### src/rtl/rx_cfg_pkg.sv
// Shared types and widths for the receiver configuration path.
package rx_cfg_pkg;

    typedef enum logic [2:0] {
        IDLE,
        ISSUE,
        DRAIN,
        WAIT_ACK,
        DONE,
        ERROR
    } loader_state_t;

    localparam int COEF_WORD_W = 64;
    localparam int LOCATION_W  = 8;

endpackage

### src/rtl/pulse_resp_loader_if.sv
// On-chip memory read port plus DFE coefficient load port, as seen by the loader.
interface pulse_resp_loader_if
    import rx_cfg_pkg::*;
#(
    parameter int MEM_ADDR_WIDTH = 8
) ();

    logic                      mem_rd_en;
    logic [MEM_ADDR_WIDTH-1:0] mem_addr;
    logic [COEF_WORD_W-1:0]    mem_rdata;
    logic                      load_mem;
    logic [LOCATION_W-1:0]     location;
    logic [COEF_WORD_W-1:0]    mem_data;
    logic                      done_wait;

    // Loader side: drives the read strobe and the DFE write port.
    modport master (
        output mem_rd_en, mem_addr, load_mem, location, mem_data,
        input  mem_rdata, done_wait
    );

    // Memory / DFE side.
    modport slave (
        input  mem_rd_en, mem_addr, load_mem, location, mem_data,
        output mem_rdata, done_wait
    );

endinterface

### src/rtl/read_tag_pipe.sv
// Depth-L shift register carrying {valid, index} alongside an OCM read so the
// returning data can be matched to the request that produced it.
module read_tag_pipe #(
    parameter int DEPTH = 2,
    parameter int IDX_W = 8
) (
    input  logic             clk,
    input  logic             rst_n,
    input  logic             valid_i,
    input  logic [IDX_W-1:0] idx_i,
    output logic             valid_o,
    output logic [IDX_W-1:0] idx_o,
    output logic             busy_o
);

    logic [DEPTH-1:0] valid_q;
    logic [IDX_W-1:0] idx_q [DEPTH];

    // Shift tags one stage per cycle; reset drops every in-flight tag.
    always_ff @(posedge clk or negedge rst_n) begin
        if (!rst_n) begin
            valid_q <= '0;
            for (int i = 0; i < DEPTH; i++) idx_q[i] <= '0;
        end else begin
            valid_q[0] <= valid_i;
            idx_q[0]   <= idx_i;
            for (int i = 1; i < DEPTH; i++) begin
                valid_q[i] <= valid_q[i-1];
                idx_q[i]   <= idx_q[i-1];
            end
        end
    end

    assign valid_o = valid_q[DEPTH-1];
    assign idx_o   = idx_q[DEPTH-1];
    assign busy_o  = |valid_q;

endmodule

### src/rtl/pulse_resp_loader.sv
// Reads the pulse-response coefficients from OCM, writes them into the DFE,
// then waits for the DFE acknowledgement and reports loaded or error.
module pulse_resp_loader
    import rx_cfg_pkg::*;
#(
    parameter int PULSE_RESPONSE_LENGTH = 5,
    parameter int MEM_ADDR_WIDTH        = 8,
    parameter int MEM_READ_LATENCY      = 2,
    parameter int BASE_ADDR             = 0,
    parameter int ACK_TIMEOUT           = 255
) (
    input  logic                 clk,
    input  logic                 rstn,
    input  logic                 start,
    pulse_resp_loader_if.master  bus,
    output logic                 busy,
    output logic                 loaded,
    output logic                 error
);

    localparam int ACK_W = $clog2(ACK_TIMEOUT + 1);

    if (PULSE_RESPONSE_LENGTH < 1 || PULSE_RESPONSE_LENGTH > 256) begin : g_bad_len
        $error("PULSE_RESPONSE_LENGTH must be 1..256");
    end
    if (MEM_READ_LATENCY < 1) begin : g_bad_lat
        $error("MEM_READ_LATENCY must be >= 1");
    end
    if (ACK_TIMEOUT < 1) begin : g_bad_tmo
        $error("ACK_TIMEOUT must be >= 1");
    end

    logic [1:0]                rst_sync_q;
    logic                      rst_n_s;
    loader_state_t             state_q;
    logic                      rd_en_q;
    logic [MEM_ADDR_WIDTH-1:0] addr_q;
    logic [LOCATION_W-1:0]     idx_q;
    logic [8:0]                issue_cnt_q;
    logic [ACK_W-1:0]          ack_cnt_q;
    logic                      load_q;
    logic [LOCATION_W-1:0]     loc_q;
    logic [COEF_WORD_W-1:0]    data_q;
    logic                      busy_q;
    logic                      loaded_q;
    logic                      error_q;
    logic                      tag_valid;
    logic [LOCATION_W-1:0]     tag_idx;
    logic                      pipe_busy;

    // Reset synchronizer: immediate assertion, release two edges after rstn rises.
    // NOTE: asserting asynchronously but releasing on a clock edge keeps every
    // downstream flop from leaving reset in different cycles.
    always_ff @(posedge clk or negedge rstn) begin
        if (!rstn) rst_sync_q <= 2'b00;
        else       rst_sync_q <= {rst_sync_q[0], 1'b1};
    end
    assign rst_n_s = rst_sync_q[1];

    read_tag_pipe #(
        .DEPTH (MEM_READ_LATENCY),
        .IDX_W (LOCATION_W)
    ) u_tag_pipe (
        .clk     (clk),
        .rst_n   (rst_n_s),
        .valid_i (rd_en_q),
        .idx_i   (idx_q),
        .valid_o (tag_valid),
        .idx_o   (tag_idx),
        .busy_o  (pipe_busy)
    );

    // Sequencer with registered outputs; the load port follows the tag pipe.
    // NOTE: non-blocking assignments so every register samples pre-edge values.
    always_ff @(posedge clk or negedge rst_n_s) begin
        if (!rst_n_s) begin
            state_q     <= IDLE;
            rd_en_q     <= 1'b0;
            addr_q      <= '0;
            idx_q       <= '0;
            issue_cnt_q <= '0;
            ack_cnt_q   <= '0;
            load_q      <= 1'b0;
            loc_q       <= '0;
            data_q      <= '0;
            busy_q      <= 1'b0;
            loaded_q    <= 1'b0;
            error_q     <= 1'b0;
        end else begin
            // Returned word is captured as it meets its tag; zero when idle.
            load_q <= tag_valid;
            loc_q  <= tag_valid ? tag_idx : '0;
            data_q <= tag_valid ? bus.mem_rdata : '0;

            case (state_q)
                IDLE, DONE, ERROR: begin
                    if (start) begin
                        state_q     <= ISSUE;
                        busy_q      <= 1'b1;
                        loaded_q    <= 1'b0;
                        error_q     <= 1'b0;
                        rd_en_q     <= 1'b1;
                        addr_q      <= MEM_ADDR_WIDTH'(BASE_ADDR);
                        idx_q       <= '0;
                        issue_cnt_q <= 9'd1;
                    end
                end
                ISSUE: begin
                    if (issue_cnt_q == 9'(PULSE_RESPONSE_LENGTH)) begin
                        rd_en_q <= 1'b0;
                        state_q <= DRAIN;
                    end else begin
                        rd_en_q     <= 1'b1;
                        addr_q      <= MEM_ADDR_WIDTH'(BASE_ADDR) + MEM_ADDR_WIDTH'(issue_cnt_q);
                        idx_q       <= issue_cnt_q[LOCATION_W-1:0];
                        issue_cnt_q <= issue_cnt_q + 9'd1;
                    end
                end
                DRAIN: begin
                    if (!pipe_busy && !load_q) begin
                        state_q   <= WAIT_ACK;
                        ack_cnt_q <= '0;
                    end
                end
                WAIT_ACK: begin
                    if (bus.done_wait) begin
                        state_q  <= DONE;
                        loaded_q <= 1'b1;
                        busy_q   <= 1'b0;
                    end else if (ack_cnt_q == ACK_W'(ACK_TIMEOUT - 1)) begin
                        state_q <= ERROR;
                        error_q <= 1'b1;
                        busy_q  <= 1'b0;
                    end else begin
                        ack_cnt_q <= ack_cnt_q + ACK_W'(1);
                    end
                end
                // NOTE: default arm returns to IDLE so an illegal encoding cannot lock the FSM.
                default: state_q <= IDLE;
            endcase
        end
    end

    assign bus.mem_rd_en = rd_en_q;
    assign bus.mem_addr  = addr_q;
    assign bus.load_mem  = load_q;
    assign bus.location  = loc_q;
    assign bus.mem_data  = data_q;
    assign busy          = busy_q;
    assign loaded        = loaded_q;
    assign error         = error_q;

endmodule

### src/flat_wrapper.sv
// flat-port wrapper written by rule: the top's interface ports become plain ports
module pulse_resp_loader_flat import rx_cfg_pkg::*;
#(
    parameter int PULSE_RESPONSE_LENGTH = 5,
    parameter int MEM_ADDR_WIDTH        = 8,
    parameter int MEM_READ_LATENCY      = 2,
    parameter int BASE_ADDR             = 0,
    parameter int ACK_TIMEOUT           = 255
)
  (clk, rstn, start, busy, loaded, error, bus_mem_rd_en, bus_mem_addr, bus_load_mem, bus_location, bus_mem_data, bus_mem_rdata, bus_done_wait);
  pulse_resp_loader_if #(.MEM_ADDR_WIDTH(MEM_ADDR_WIDTH)) bus_i ();
  input  logic clk;
  input  logic rstn;
  input  logic start;
  output logic busy;
  output logic loaded;
  output logic error;
  output wire logic [$bits(bus_i.mem_rd_en)-1:0] bus_mem_rd_en;
  output wire logic [$bits(bus_i.mem_addr)-1:0] bus_mem_addr;
  output wire logic [$bits(bus_i.load_mem)-1:0] bus_load_mem;
  output wire logic [$bits(bus_i.location)-1:0] bus_location;
  output wire logic [$bits(bus_i.mem_data)-1:0] bus_mem_data;
  input wire logic [$bits(bus_i.mem_rdata)-1:0] bus_mem_rdata;
  input wire logic [$bits(bus_i.done_wait)-1:0] bus_done_wait;
  assign bus_mem_rd_en = bus_i.mem_rd_en;
  assign bus_mem_addr = bus_i.mem_addr;
  assign bus_load_mem = bus_i.load_mem;
  assign bus_location = bus_i.location;
  assign bus_mem_data = bus_i.mem_data;
  assign bus_i.mem_rdata = bus_mem_rdata;
  assign bus_i.done_wait = bus_done_wait;
  pulse_resp_loader #(.PULSE_RESPONSE_LENGTH(PULSE_RESPONSE_LENGTH), .MEM_ADDR_WIDTH(MEM_ADDR_WIDTH), .MEM_READ_LATENCY(MEM_READ_LATENCY), .BASE_ADDR(BASE_ADDR), .ACK_TIMEOUT(ACK_TIMEOUT)) u_core (.clk(clk), .rstn(rstn), .start(start), .bus(bus_i), .busy(busy), .loaded(loaded), .error(error));
endmodule
### config.mk
export PLATFORM = sky130hd
export DESIGN_NAME = pulse_resp_loader_flat
export DESIGN_NICKNAME = d
export VERILOG_FILES = /design/src/rtl/rx_cfg_pkg.sv /design/src/rtl/pulse_resp_loader_if.sv /design/src/rtl/read_tag_pipe.sv /design/src/rtl/pulse_resp_loader.sv /design/src/flat_wrapper.sv
export SDC_FILE = /design/constraint.sdc
export NUM_CORES = 1
export LEC_CHECK = 0
export CAP_MARGIN = 5
export CORE_ASPECT_RATIO = 0.7
export CORE_MARGIN = 2
export CORE_UTILIZATION = 61
export CTS_CLUSTER_SIZE = 14
export DETAILED_ROUTE_END_ITERATION = 8
export DONT_BUFFER_PORTS = 1
export GPL_TIMING_DRIVEN = 0
export PLACE_DENSITY = 0.87
export SLEW_MARGIN = 20
export SYNTH_ARGS = -nofsm -noshare
export SYNTH_HDL_FRONTEND = slang
export SYNTH_SLANG_ARGS = --single-unit
### constraint.sdc
create_clock -name clk -period 7.45 [get_ports clk]
set_input_delay 2.235 -clock clk [delete_from_list [all_inputs] [get_ports clk]]
set_output_delay 2.235 -clock clk [all_outputs]
set_load 0.01 [all_outputs]
# After elaboration in Yosys (flattened, before gate mapping)
# Index checks and enable logic that the tools add are counted.
[op_classes]
addsub = 2
n_eq_ne = 16
mux = 30
reduce_logical = 16
[op_table]
columns = ["operator", "count"]
rows = [
  ["$mux W64", 1],
  ["$mux W8", 6],
  ["$pmux W8 S2", 2],
  ["$mux W9", 2],
  ["$pmux W9 S2", 1],
  ["$mux W3", 5],
  ["$pmux W3 S4", 1],
  ["$reduce_and A4 Y1", 3],
  ["$ne A2 B2 Y1 const B", 5],
  ["$add A9 B1 Y9 const B", 1],
  ["$eq A9 B3 Y1 const B", 1],
  ["$reduce_and A3 Y1", 3],
  ["$add A8 B1 Y8 const B", 1],
  ["$eq A8 B8 Y1 const B", 1],
  ["$mux W1", 8],
  ["$pmux W1 S2", 4],
  ["$eq A3 B2 Y1 const B", 2],
  ["$eq A3 B3 Y1 const B", 2],
  ["$ne A2 B1 Y1 const B", 3],
  ["$reduce_bool A2 Y1", 3],
  ["$eq A3 B1 Y1 const B", 1],
  ["$logic_not A3 Y1", 1],
  ["$ne A3 B2 Y1 const B", 1],
  ["$reduce_or A3 Y1", 1],
  ["4 further kinds", 5],
]
[word_totals]
ff_bits = 125
inputBits = 68
word_cells = 79

# Depth between registers and ports, before layout
[logic_depth]
word_depth = 5
depth_mapped = 7
mapped_depth_nobuf = 6

# Hierarchy
# Synthesis repeated with hierarchy kept, for this count alone.
[hier_totals]
hier_cells = 346
hier_area_um2 = 4510.6
[by_module_without_submodules]
columns = ["mod", "n_inst", "cells_per_inst", "area_each_um2", "seq_area_each_um2"]
rows = [
  ["pulse_resp_loader", 1, 319, 3993.8, 2677.6],
  ["read_tag_pipe", 1, 27, 516.7, 450.4],
]

# Worst setup path after synthesis
# OpenSTA, ideal clock, no wires.
[synth_timing]
kind = "input to register"
from = "in bus_done_wait"
to = "reg u_core.ack_cnt_q[2]"
setup_time_ns = 0.126
arrival_ns = 3.156
t_required_ns = 7.324
slack_ns = 4.169
path_stages = 4
n_path_buf = 0
cell_sequence = "nand4bb_4 > a41oi_4 > a21oi_2 > a221o_1"
[synth_via]
elab_chain_len = 2
[synth_rtl]
columns = ["element", "line", "text"]
rows = [
  ["start: declaration", "flat_wrapper.sv:24", "input wire logic [$bits(bus_i.done_wait)-1:0] bus_done_wait;"],
  ["$ne A2 B2 Y1 (no source line)", "n/a", ""],
  ["$reduce_and A4 Y1 (no source line)", "n/a", ""],
  ["end signal: assignment", "pulse_resp_loader.sv:135", "ack_cnt_q <= ack_cnt_q + ACK_W'(1);"],
  ["end: declaration", "pulse_resp_loader.sv:40", "logic [ACK_W-1:0] ack_cnt_q;"],
]
# Every way passes these cells.
# A chain may end at the register's enable or synchronous reset.

# Worst setup path after layout
[layout_timing]
from = "reg u_core.load_q, in the netlist u_core.bus.load_mem"
to = "out bus_load_mem"
[layout_rtl]
columns = ["element", "line", "text"]
rows = [
  ["start: declaration", "pulse_resp_loader.sv:41", "logic load_q;"],
  ["start signal: assignment", "pulse_resp_loader.sv:91", "load_q <= tag_valid;"],
  ["end: declaration", "flat_wrapper.sv:20", "output wire logic [$bits(bus_i.load_mem)-1:0] bus_load_mem;"],
]
# No word-level cell between the ends.

==> flow_metrics.env <==
export IMPL_power_leakage_nw=2.48
export IMPL_layout_nets=419
export IMPL_syn_inst=326
export IMPL_design_area_um2=5310
export IMPL_setup_viol=0
export IMPL_clock_fmax_mhz=314
export IMPL_clk_latency_ns=0.51
export IMPL_ys_flop_type="dfrtp_1"
export IMPL_cts_made_buffers=17
export IMPL_hold_viol_final=0
export IMPL_post_dp_hpwl_um=5680
export IMPL_yosysUniqueCellTypes=46
export IMPL_drtAntennaViolNets=0
export IMPL_wirelength_um=8380
export IMPL_synth_area_top_cells="dfrtp_1, and2_1, a22o_1"
export IMPL_avgSynthCellArea_um2=13.8
export IMPL_utilization_pct=73.5
export IMPL_max_slew_margin_rel_pct=60.1
export IMPL_gr_total_overflow=0
export IMPL_reg2reg_depth=7
export IMPL_num_io_pins=153
export IMPL_drc=0
export IMPL_power_w=0.00224
export IMPL_clk_path_buf_depth=2
export IMPL_cts_htree_levels=4
export IMPL_vias=2555
export IMPL_yosysMostFrequentCell="dfrtp_1"
export IMPL_drtIter0Drc=132
export IMPL_place_area_um2=4680
export IMPL_hold_path_class="flop to asynchronous set/reset pin"
export IMPL_grt_max_degree=61
export IMPL_core_area_um2=7220
export IMPL_cts_root_buffer="clkbuf_8"
export IMPL_synth_top_area_cell="dfrtp_1"
export IMPL_cts_resized=0
export IMPL_startpoint_type="flop"
export IMPL_synth_area_um2=4500
export IMPL_cts_clk_slew_worst_paths_ns=0.06
export IMPL_drive_gt1_share_pct=13.6
export IMPL_dp_slack_ns=4.02
export IMPL_path_max_fanout=2
export IMPL_tns_ns=0
export IMPL_rr_startpoint="u_core.issue_cnt_q[1]"
export IMPL_diodes=0
export IMPL_track_usage_pct=21.8
export IMPL_ys_seq_area_share_pct=69.6
export IMPL_antenna_found_initial=0
export IMPL_worst_slew_pin_slew_ns=0.598
export IMPL_synthTopCellsByCount="dfrtp_1, and2_1, nand2_1"
export IMPL_via_per_inst=5.58
export IMPL_fillers=438
export IMPL_finalMaxSlewViolations=0
export IMPL_p_per_area_nw_per_um2=423
export IMPL_finClkSkew_ns=0.0134
export IMPL_status="finished, final reports clean"
export IMPL_wire_per_inst_um=18.3
export IMPL_yosysWarningCount=0
export IMPL_dr_pass1_iters=4
export IMPL_maxCapViolCount=0
export IMPL_grt_pass1_vias=2528
export IMPL_die_area_um2=8080
export IMPL_r2r_slack_ns=5.57
export IMPL_die_y_um=75.8
export IMPL_crit_type="flop to output port"
export IMPL_io_buffers=0
export IMPL_row_count=26
export IMPL_area_growth_pct=18.1
export IMPL_die_w_um=107
export IMPL_peakVddDrop_v=0.000216
export IMPL_critical_path_arrival_ns=0.95
export IMPL_clock_sinks=125
export IMPL_required_ns=5.22
export IMPL_async_flop_share_pct=100
export IMPL_final_setup_worst_slack_ns=4.26
export IMPL_multiInputGateArea_um2=1280
export IMPL_ys_ff_latch=125
export IMPL_seq_area_um2=3130
export IMPL_start_util_pct=62.2
export IMPL_end_kind="output port"
export IMPL_r2r_end="u_core.issue_cnt_q[0]"
export IMPL_hold_buffers=0
export IMPL_synth_edf_count=0
export IMPL_tritoncts="done"
export IMPL_gp_congestion=0.818
export IMPL_postCtsSetupBuffers=0
export IMPL_grt_pass1_wl_um=13000
export IMPL_rsz0062_at_grt="no"
export IMPL_synth_nets=398
export IMPL_post_route_period_util_pct=42.8
export IMPL_synth_top_area_share_pct=69.6
export IMPL_final_min_clock_period_ns=3.19
## logic make-up after synthesis
family	count (synthesis)	share of synthesized area [%]
simple gates	128	18.2
flops	125	69.6
compound gates	44	8.16
buf+inv	20	1.95
mux	4	0.918
fa+ha+maj	4	1.11
other cells	1	0.0834
## area by class of cell
type                       instances  area share, %
buffer                            13           1.16
clock buffer                      19           8.32
clock inverter                    13           3.56
inverter                           7          0.495
multi-input combinational        181           24.1
sequential                       125           59.0
tap                               98           2.31
timing repair buffer               2           1.04
## cell usage in the layout, fill, tap and decap left out, types with 5 or more instances in the layout
master / n
and2_1: 73
nand3_1: 5
a31oi_1: 5
a22o_1: 8
nand2_1: 13
dfrtp_1: 124
inv_1: 7
clkbuf_16: 16
and3_1: 6
nor2_1: 8
nor3_1: 5
clkbuf_1: 10
## worst max-delay path by stage
stage                           start                 endpoint  slack (ns)  cells after the start
6_report          u_core.bus.load_mem             bus_load_mem        4.26                      0
3_5_place_dp            bus_done_wait      u_core.ack_cnt_q[2]        4.02                      4
3_3_place_gp     u_core.rst_sync_q[1]  u_core.bus.mem_data[51]        2.69                      0
2_1_floorplan    u_core.rst_sync_q[1]      u_core.ack_cnt_q[0]        3.71                      0
4_1_cts           u_core.bus.load_mem             bus_load_mem        4.23                      0
5_1_grt        u_core.bus.mem_addr[0]          bus_mem_addr[0]        4.23                      0
## stage by stage
stage,cells,hold slack (ns)
floorplan,326,0.331
CTS,458,0.206
detailed placement,426,0.204
global placement,424,0.334
global route,458,0.229
finish,458,0.195
## flip-flops by register name, indices dropped and copies added, names as in the netlist, 2 cells and up
register	flops
u_core.state_q	3
u_core.issue_cnt_q	9
u_core.u_tag_pipe.valid_q	2
u_core.u_tag_pipe.idx_o	8
u_core.bus.location	8
u_core.bus.mem_addr	8
u_core.ack_cnt_q	8
u_core.bus.mem_data	64
u_core.rst_sync_q	2
u_core.u_tag_pipe.idx_q	8
## where the power goes
part | internal (W) | switching [W]
combinational | 0.000174 | 0.000215
clock | 0.000562 | 0.000294
sequential | 0.000835 | 0.000164
total | 0.00157 | 0.000673
## per-layer routing
metal	routed length (µm)	vias to the layer above	track usage, %
li1	-	1151	-
met1	3410	1284	26.0
met2	4260	108	36.9
met3	592	12	7.01
met4	122	0	10.2
met5	0	-	0
(Power assumes the default switching activity.)
